$ cat src/rtl/mem_read_arbiter_if.sv
// AXI-lite read channel bundle (AR + R) shared by requesters and memory.
// master drives address and rready; slave answers with arready and data.
interface mem_read_arbiter_if #(
  parameter int ADDR_W = 32,
  parameter int DATA_W = 64
);
  logic [ADDR_W-1:0] araddr;
  logic              arvalid;
  logic              arready;
  logic [DATA_W-1:0] rdata;
  logic              rvalid;
  logic              rready;
  logic              rresp;

  modport master (
    output araddr, arvalid, rready,
    input  arready, rdata, rvalid, rresp
  );

  modport slave (
    input  araddr, arvalid, rready,
    output arready, rdata, rvalid, rresp
  );
endinterface

$ cat src/rtl/mem_read_arbiter.sv
// Two-master (IFU/LSU) read arbiter with response watchdog, one txn in flight.
// Define ARB_RR_EN for round-robin arbitration; default is fixed LSU priority.
module mem_read_arbiter #(
  parameter int ADDR_W  = 32,
  parameter int DATA_W  = 64,
  parameter int TIMEOUT = 255
) (
  input  logic clk,
  input  logic rst,
  mem_read_arbiter_if.slave  ifu,
  mem_read_arbiter_if.slave  lsu,
  mem_read_arbiter_if.master m,
  output logic busy
);

  localparam logic [1:0] S_IDLE = 2'd0;
  localparam logic [1:0] S_ADDR = 2'd1;
  localparam logic [1:0] S_DATA = 2'd2;
  localparam logic [1:0] S_ERR  = 2'd3;

  localparam logic [15:0] T_LAST = 16'(TIMEOUT - 1);

  logic [1:0]        state;
  logic              grant;
  logic [ADDR_W-1:0] addr_q;
  logic [15:0]       timer;

  logic sel;
  logic idle;
  logic in_data;
  logic in_err;
  logic take;
  logic done;
  logic g_rready;

`ifdef ARB_RR_EN
  logic last_grant;

  always_comb begin
    if (ifu.arvalid && lsu.arvalid) sel = ~last_grant;
    else                            sel = lsu.arvalid;
  end

  always_ff @(posedge clk or posedge rst) begin
    if (rst)       last_grant <= 1'b1;
    else if (take) last_grant <= sel;
  end
`else
  always_comb sel = lsu.arvalid;
`endif

  assign idle     = (state == S_IDLE);
  assign in_data  = (state == S_DATA);
  assign in_err   = (state == S_ERR);
  // Gated by rst so every upstream output reads 0 while reset is held.
  assign take     = idle && !rst && (sel ? lsu.arvalid : ifu.arvalid);
  assign g_rready = grant ? lsu.rready : ifu.rready;
  assign done     = in_data && m.rvalid && g_rready;

  assign ifu.arready = take && !sel;
  assign lsu.arready = take && sel;

  assign m.arvalid = (state == S_ADDR);
  assign m.araddr  = addr_q;
  // Idle keeps rready high to drain late beats from timed-out requests.
  assign m.rready  = idle || (in_data && g_rready);

  assign ifu.rvalid = !grant && ((in_data && m.rvalid) || in_err);
  assign lsu.rvalid =  grant && ((in_data && m.rvalid) || in_err);
  assign ifu.rdata  = (!grant && in_data) ? m.rdata : {DATA_W{1'b0}};
  assign lsu.rdata  = ( grant && in_data) ? m.rdata : {DATA_W{1'b0}};
  assign ifu.rresp  = !grant && ((in_data && m.rresp) || in_err);
  assign lsu.rresp  =  grant && ((in_data && m.rresp) || in_err);

  assign busy = !idle;

  always_ff @(posedge clk or posedge rst) begin
    if (rst) begin
      state  <= S_IDLE;
      grant  <= 1'b0;
      addr_q <= '0;
      timer  <= '0;
    end else begin
      case (state)
        S_IDLE: begin
          if (take) begin
            addr_q <= sel ? lsu.araddr : ifu.araddr;
            grant  <= sel;
            state  <= S_ADDR;
          end
        end
        S_ADDR: begin
          if (m.arready) begin
            timer <= '0;
            state <= S_DATA;
          end
        end
        S_DATA: begin
          // A completion on the expiry cycle beats the watchdog.
          if (done) begin
            state <= S_IDLE;
          end else begin
            timer <= timer + 16'd1;
            if (timer == T_LAST) state <= S_ERR;
          end
        end
        S_ERR: begin
          if (g_rready) state <= S_IDLE;
        end
        default: state <= S_IDLE;
      endcase
    end
  end

endmodule

$ cat src/flat_wrapper.sv
// flat-port wrapper written by rule: the top's interface ports become plain ports
module mem_read_arbiter_flat 
#(
  parameter int ADDR_W  = 32,
  parameter int DATA_W  = 64,
  parameter int TIMEOUT = 255
)
  (clk, rst, busy, ifu_araddr, ifu_arvalid, ifu_rready, ifu_arready, ifu_rdata, ifu_rvalid, ifu_rresp, lsu_araddr, lsu_arvalid, lsu_rready, lsu_arready, lsu_rdata, lsu_rvalid, lsu_rresp, m_araddr, m_arvalid, m_rready, m_arready, m_rdata, m_rvalid, m_rresp);
  mem_read_arbiter_if #(.ADDR_W(ADDR_W), .DATA_W(DATA_W)) ifu_i ();
  mem_read_arbiter_if #(.ADDR_W(ADDR_W), .DATA_W(DATA_W)) lsu_i ();
  mem_read_arbiter_if #(.ADDR_W(ADDR_W), .DATA_W(DATA_W)) m_i ();
  input  logic clk;
  input  logic rst;
  output logic busy;
  input wire logic [$bits(ifu_i.araddr)-1:0] ifu_araddr;
  input wire logic [$bits(ifu_i.arvalid)-1:0] ifu_arvalid;
  input wire logic [$bits(ifu_i.rready)-1:0] ifu_rready;
  output wire logic [$bits(ifu_i.arready)-1:0] ifu_arready;
  output wire logic [$bits(ifu_i.rdata)-1:0] ifu_rdata;
  output wire logic [$bits(ifu_i.rvalid)-1:0] ifu_rvalid;
  output wire logic [$bits(ifu_i.rresp)-1:0] ifu_rresp;
  input wire logic [$bits(lsu_i.araddr)-1:0] lsu_araddr;
  input wire logic [$bits(lsu_i.arvalid)-1:0] lsu_arvalid;
  input wire logic [$bits(lsu_i.rready)-1:0] lsu_rready;
  output wire logic [$bits(lsu_i.arready)-1:0] lsu_arready;
  output wire logic [$bits(lsu_i.rdata)-1:0] lsu_rdata;
  output wire logic [$bits(lsu_i.rvalid)-1:0] lsu_rvalid;
  output wire logic [$bits(lsu_i.rresp)-1:0] lsu_rresp;
  output wire logic [$bits(m_i.araddr)-1:0] m_araddr;
  output wire logic [$bits(m_i.arvalid)-1:0] m_arvalid;
  output wire logic [$bits(m_i.rready)-1:0] m_rready;
  input wire logic [$bits(m_i.arready)-1:0] m_arready;
  input wire logic [$bits(m_i.rdata)-1:0] m_rdata;
  input wire logic [$bits(m_i.rvalid)-1:0] m_rvalid;
  input wire logic [$bits(m_i.rresp)-1:0] m_rresp;
  assign ifu_i.araddr = ifu_araddr;
  assign ifu_i.arvalid = ifu_arvalid;
  assign ifu_i.rready = ifu_rready;
  assign ifu_arready = ifu_i.arready;
  assign ifu_rdata = ifu_i.rdata;
  assign ifu_rvalid = ifu_i.rvalid;
  assign ifu_rresp = ifu_i.rresp;
  assign lsu_i.araddr = lsu_araddr;
  assign lsu_i.arvalid = lsu_arvalid;
  assign lsu_i.rready = lsu_rready;
  assign lsu_arready = lsu_i.arready;
  assign lsu_rdata = lsu_i.rdata;
  assign lsu_rvalid = lsu_i.rvalid;
  assign lsu_rresp = lsu_i.rresp;
  assign m_araddr = m_i.araddr;
  assign m_arvalid = m_i.arvalid;
  assign m_rready = m_i.rready;
  assign m_i.arready = m_arready;
  assign m_i.rdata = m_rdata;
  assign m_i.rvalid = m_rvalid;
  assign m_i.rresp = m_rresp;
  mem_read_arbiter #(.ADDR_W(ADDR_W), .DATA_W(DATA_W), .TIMEOUT(TIMEOUT)) u_core (.clk(clk), .rst(rst), .ifu(ifu_i), .lsu(lsu_i), .m(m_i), .busy(busy));
endmodule
$ cat config.mk
export PLATFORM = sky130hd
export DESIGN_NAME = mem_read_arbiter_flat
export DESIGN_NICKNAME = d
export VERILOG_FILES = /design/src/rtl/mem_read_arbiter_if.sv /design/src/rtl/mem_read_arbiter.sv /design/src/flat_wrapper.sv
export SDC_FILE = /design/constraint.sdc
export NUM_CORES = 1
export LEC_CHECK = 0
export BUFFER_PORTS_ARGS = -buffer_cell sky130_fd_sc_hd__buf_2
export CAP_MARGIN = 20
export CORE_AREA = 2 2 119 121
export CTS_CLUSTER_SIZE = 10
export DETAILED_ROUTE_END_ITERATION = 10
export DIE_AREA = 0 0 121 123
export PLACE_DENSITY = 0.62
export SLEW_MARGIN = 20
export SYNTH_ARGS = -nofsm -noshare
export SYNTH_HDL_FRONTEND = slang
export SYNTH_SLANG_ARGS = --single-unit
$ cat constraint.sdc
create_clock -name clk -period 5.5 [get_ports clk]
set_input_delay 0.825 -clock clk [delete_from_list [all_inputs] [get_ports clk]]
set_output_delay 0.825 -clock clk [all_outputs]
set_load 0.005 [all_outputs]
Word level (Yosys, flattened, before mapping)
Cells that the tools add are included.
{"block": "totals", "in_bits": 137, "wordCells": 54, "output_inout_bits": 169, "ff_bits": 51}
{"block": "op_classes", "n_mux": 14, "n_eq_ne": 9, "reduce_logical": 26, "add_sub_neg": 1}
{"operator": "$mux 64", "count": 2}
{"operator": "$mux 16", "count": 2}
{"operator": "$mux 32", "count": 1}
{"operator": "$pmux 16 s2", "count": 1}
{"operator": "$add 16x1->16 const B", "count": 1}
{"operator": "$eq 16x8->1 const B", "count": 1}
{"operator": "$logic_and 1x1->1", "count": 14}
{"operator": "$mux 2", "count": 5}
{"operator": "$pmux 2 s4", "count": 1}
{"operator": "$ne 2x2->1 const B", "count": 3}
{"operator": "$eq 2x2->1 const B", "count": 2}
{"operator": "$logic_not 1->1", "count": 4}
{"operator": "$reduce_and 4->1", "count": 1}
{"operator": "$logic_or 1x1->1", "count": 3}
{"operator": "$ne 3x3->1 const B", "count": 1}
{"operator": "$reduce_and 3->1", "count": 1}
{"operator": "$eq 2x1->1 const B", "count": 1}
{"operator": "$logic_not 2->1", "count": 1}
{"operator": "$mux 1", "count": 2}
{"operator": "$ne 2x1->1 const B", "count": 1}
{"operator": "$reduce_and 2->1", "count": 1}
{"operator": "$reduce_bool 2->1", "count": 1}

Longest topological paths before layout
{"block": "depth", "ltp_word": 5, "ltp_mapped": 7, "depth_no_buf": 6}

Worst setup path before layout
Ideal clock, no wire load.
{"block": "synth_timing", "path_type": "input-to-output", "start": "in lsu_arvalid", "end": "out ifu_arready", "required_time_ps": 4675, "path_stages": 5, "setup_slack_ps": 2824, "arrival_time_ps": 1851, "path_buffers": 3, "path_cell_list": "clkbuf_1 -> o21ai_1 -> clkbuf_1 -> clkbuf_1 -> nor2_1"}
{"block": "synth_between", "elab_chain_len": 3, "word_cells_on_any_way": 4, "cone_classes": "mux: 1; reduce/logical: 3"}
{"item": "from (decl)", "line_no": "flat_wrapper.sv:23", "source": "input wire logic [$bits(lsu_i.arvalid)-1:0] lsu_arvalid;"}
{"item": "$mux 1", "line_no": "mem_read_arbiter.sv:56", "source": "assign take = idle && !rst && (sel ? lsu.arvalid : ifu.arvalid);"}
{"item": "$logic_and 1x1->1", "line_no": "mem_read_arbiter.sv:56"}
{"item": "$logic_and 1x1->1 *", "line_no": "mem_read_arbiter.sv:60", "source": "assign ifu.arready = take && !sel;"}
{"item": "to (decl)", "line_no": "flat_wrapper.sv:18", "source": "output wire logic [$bits(ifu_i.arready)-1:0] ifu_arready;"}
Mark *: on every way between the ends. The rest lies on a longest branch, timed or not.

Worst setup path in the final report
{"block": "layout_timing", "start": "reg u_core.state[1]", "end": "out lsu_rdata[43]"}
{"block": "layout_between", "elab_chain_len": 3}
{"item": "from (decl)", "line_no": "mem_read_arbiter.sv:23", "source": "logic [1:0] state;"}
{"item": "from (signal assigned)", "line_no": "mem_read_arbiter.sv:79", "source": "state <= S_IDLE;"}
{"item": "from (signal assigned)", "line_no": "mem_read_arbiter.sv:89", "source": "state <= S_ADDR;"}
{"item": "from (signal assigned)", "line_no": "mem_read_arbiter.sv:95", "source": "state <= S_DATA;"}
{"item": "$eq 2x2->1", "line_no": "mem_read_arbiter.sv:53", "source": "assign in_data = (state == S_DATA);"}
{"item": "$logic_and 1x1->1", "line_no": "mem_read_arbiter.sv:71", "source": "assign lsu.rdata = ( grant && in_data) ? m.rdata : {DATA_W{1'b0}};"}
{"item": "$mux 64", "line_no": "mem_read_arbiter.sv:71"}
{"item": "to (decl)", "line_no": "flat_wrapper.sv:26", "source": "output wire logic [$bits(lsu_i.rdata)-1:0] lsu_rdata;"}
No other way between the ends.

==> impl_metrics.env <==
export IMPL_critPathMaxFanout=64
export IMPL_worstPathArrival_ns=2.27
export IMPL_fin_area_um2=5308
export IMPL_final_common_cell="buf_2"
export IMPL_die_area_um2=14880
export IMPL_finalSetupTns_ns=0
export IMPL_place_congestion=0.7989
export IMPL_synth_top_cell_area_share=0.3669
export IMPL_syn_area_per_cell_um2=8.828
export IMPL_vdd_drop_max_uv=132.9
export IMPL_post_cts_buffers=0
export IMPL_synth_top_area_cell="dfrtp_1"
export IMPL_power_total_mw=1.882
export IMPL_yosys_register_bits=51
export IMPL_num_rows=43
export IMPL_firstDrtPassIters=4
export IMPL_synthArstFlopShare=1.000
export IMPL_clockBufferDepth=2
export IMPL_syn_area_um2=3478
export IMPL_worstPathRequired_ns=4.68
export IMPL_grt_max_degree=67
export IMPL_place_area_um2=5147
export IMPL_synthTopCellsByArea="dfrtp_1 37%, and2_1 24%, a221o_1 9.2%"
export IMPL_io_pins=306
export IMPL_start_kind="register"
export IMPL_ant_nets=0
export IMPL_num_fill_cells=1415
export IMPL_setup_viol_count_final=0
export IMPL_status="finished clean"
export IMPL_power_density_nw_per_um2=354.6
export IMPL_portBuffers=305
export IMPL_die_h_um=123
export IMPL_cap_violations=0
export IMPL_most_common_layout_cells="305 x buf_2, 131 x and2_1, 51 x dfrtp_1"
export IMPL_tightest_slew_ns=1.021
export IMPL_final_net_count=813
export IMPL_via_per_inst=4.600
export IMPL_clkSinkCount=51
export IMPL_root_buffer="clkbuf_16"
export IMPL_top_layer="met5"
export IMPL_min_period_over_period=0.5619
export IMPL_holdWs_ns=0.5090
export IMPL_yosys_warnings=0
export IMPL_synth_edf_count=0
export IMPL_antenna_found_initial=4
export IMPL_clock_latency_ns=0.29
export IMPL_wl_met2_um=7170
export IMPL_core_um2=13610
export IMPL_fin_skew_ns=0.004377
export IMPL_cts_tree="built"
export IMPL_power_leakage_nw=2.875
export IMPL_rsz0062_at_grt="false"
export IMPL_met3_length_um=903
export IMPL_syn_num_nets=533
export IMPL_syn2layout_area_growth_pct=52.59
export IMPL_cts_hold_repair_buffers=0
export IMPL_critical_path_slowest_cell="nor2_4"
export IMPL_ys_flop_type="dfrtp_1"
export IMPL_drive_above_1_share=0.4770
export IMPL_critical_path_cell_chain="nand2_1, nor2_4, and2_1, buf_2"
export IMPL_first_global_vias=3770
export IMPL_numCtsBuffers=5
export IMPL_slew_headroom=0.3177
export IMPL_path_buf_inv=1
export IMPL_drtIter0Drc=241
export IMPL_setup_worst_path_class="reg -> out"
export IMPL_wire_per_inst_um=16.51
export IMPL_wl_met1_um=5878
export IMPL_finalHoldViolations=0
export IMPL_wl_um=14170
export IMPL_grtUsageTotal=0.1788
export IMPL_hpwl_um=11340
export IMPL_synth_distinct_cells=41
export IMPL_start_util=0.2555
export IMPL_die_w_um=121
export IMPL_period_minus_slack_ns=3.090
export IMPL_synth_yosys_seq_area_share=0.3669
export IMPL_cts_htree_levels=2
export IMPL_max_stage_delay_ns=0.77
export IMPL_num_vias=3947
export IMPL_netlist_instances=394
export IMPL_clk_pin_slew_ns=0.07
export IMPL_grt_overflow_total=0
export IMPL_maxSlewViolCount=0
export IMPL_grt_pass1_wl_um=20800
export IMPL_drc=0
export IMPL_critical_path_top_delay_family="simple AND/OR/NAND/NOR gates"
export IMPL_cts_resized=0
export IMPL_hold_path_class="in -> async"
export IMPL_fmax_mhz=323.6
export IMPL_critPathCaptureType="output port"
-- worst paths after layout --
check | startpoint | to | slack [ns] | cells past startpoint
max | u_core.state[1] | lsu_rdata[43] | 2.41 | 4
min | rst | u_core.m.araddr[12] | 0.51 | 2
max reg2reg | u_core.state[0] | u_core.timer[14] | 3.06 | 5
min reg2reg | u_core.m.araddr[29] | u_core.m.araddr[29] | 0.51 | 1
max in group asynchronous | rst | u_core.state[1] | 4.22 | 3
min in group clk | u_core.m.araddr[29] | u_core.m.araddr[29] | 0.51 | 1
-- cells in the mapped netlist (2+ instances only) --
cell and n:
dfrtp_1 51, o31ai_1 5, nor2b_1 2, o41ai_1 2, a221o_1 32, clkbuf_2 2
and2_1 131, nand4_1 4, or3_1 3, o22ai_1 2, or4b_1 2, a211oi_1 3
nor3b_1 32, nand3_1 5, nor2_1 17, or4_1 5, o21ai_0 5, a21o_1 2
clkbuf_1 33, and4_1 3, inv_1 6, ha_1 2, xnor2_1 4, nand2_1 11
a21oi_1 13, nand2b_1 2
-- flip-flops by register name, indices dropped and copies added (netlist names) --
signal and flops:
u_core.m.araddr 32, u_core.timer 16, u_core.state 2, u_core.grant 1
-- stage by stage --
step                      cells  setup slack (ns)    util
final                       858             2.410  0.3899
after global routing        858             2.172  0.3899
after CTS                   855             2.355  0.3894
after detailed placement    847             2.674  0.3782
after global placement      847             2.703  0.3782
after floorplan             394             2.824       -
-- cells by family (layout without fill, tap and decap cells) --
family | after synthesis | count (layout) | share of synthesized area
other | 0 | 3 | 0
multiplexers | 2 | 2 | 0.007193
AO/OA/AOI/OAI | 71 | 71 | 0.1651
adder cells (fa/ha/maj) | 2 | 2 | 0.007193
AND/OR/NAND/NOR | 222 | 222 | 0.3971
XOR/XNOR | 4 | 4 | 0.01007
flip-flops | 51 | 51 | 0.3669
buffers and inverters | 42 | 323 | 0.04640
-- routing by layer --
metal,global-route usage,vias up
met3,0.03459,14
met2,0.3037,150
li1,-,1958
met1,0.2354,1823
met5,0,-
met4,0.04142,2
-- power by group --
| group | internal (mW) | total (mW) | switching (mW) |
|---|---|---|---|
| combinational | 0.471 | 0.924 | 0.452 |
| sequential | 0.511 | 0.634 | 0.123 |
| clock | 0.174 | 0.324 | 0.151 |
| total | 1.16 | 1.88 | 0.726 |
-- final cells by class --
| type | instances | area (um2) | area share |
|---|---|---|---|
| well taps | 180 | 225.2 | 0.04243 |
| clock inverters | 3 | 27.53 | 0.005186 |
| flip-flops and latches | 51 | 1276 | 0.2405 |
| clock buffers | 5 | 125.1 | 0.02357 |
| repair buffers | 309 | 1556 | 0.2933 |
| multi-input cells | 301 | 2067 | 0.3894 |
| inverters | 6 | 22.52 | 0.004243 |
| diodes | 3 | 7.507 | 0.001414 |
(Power assumes the default switching activity.)
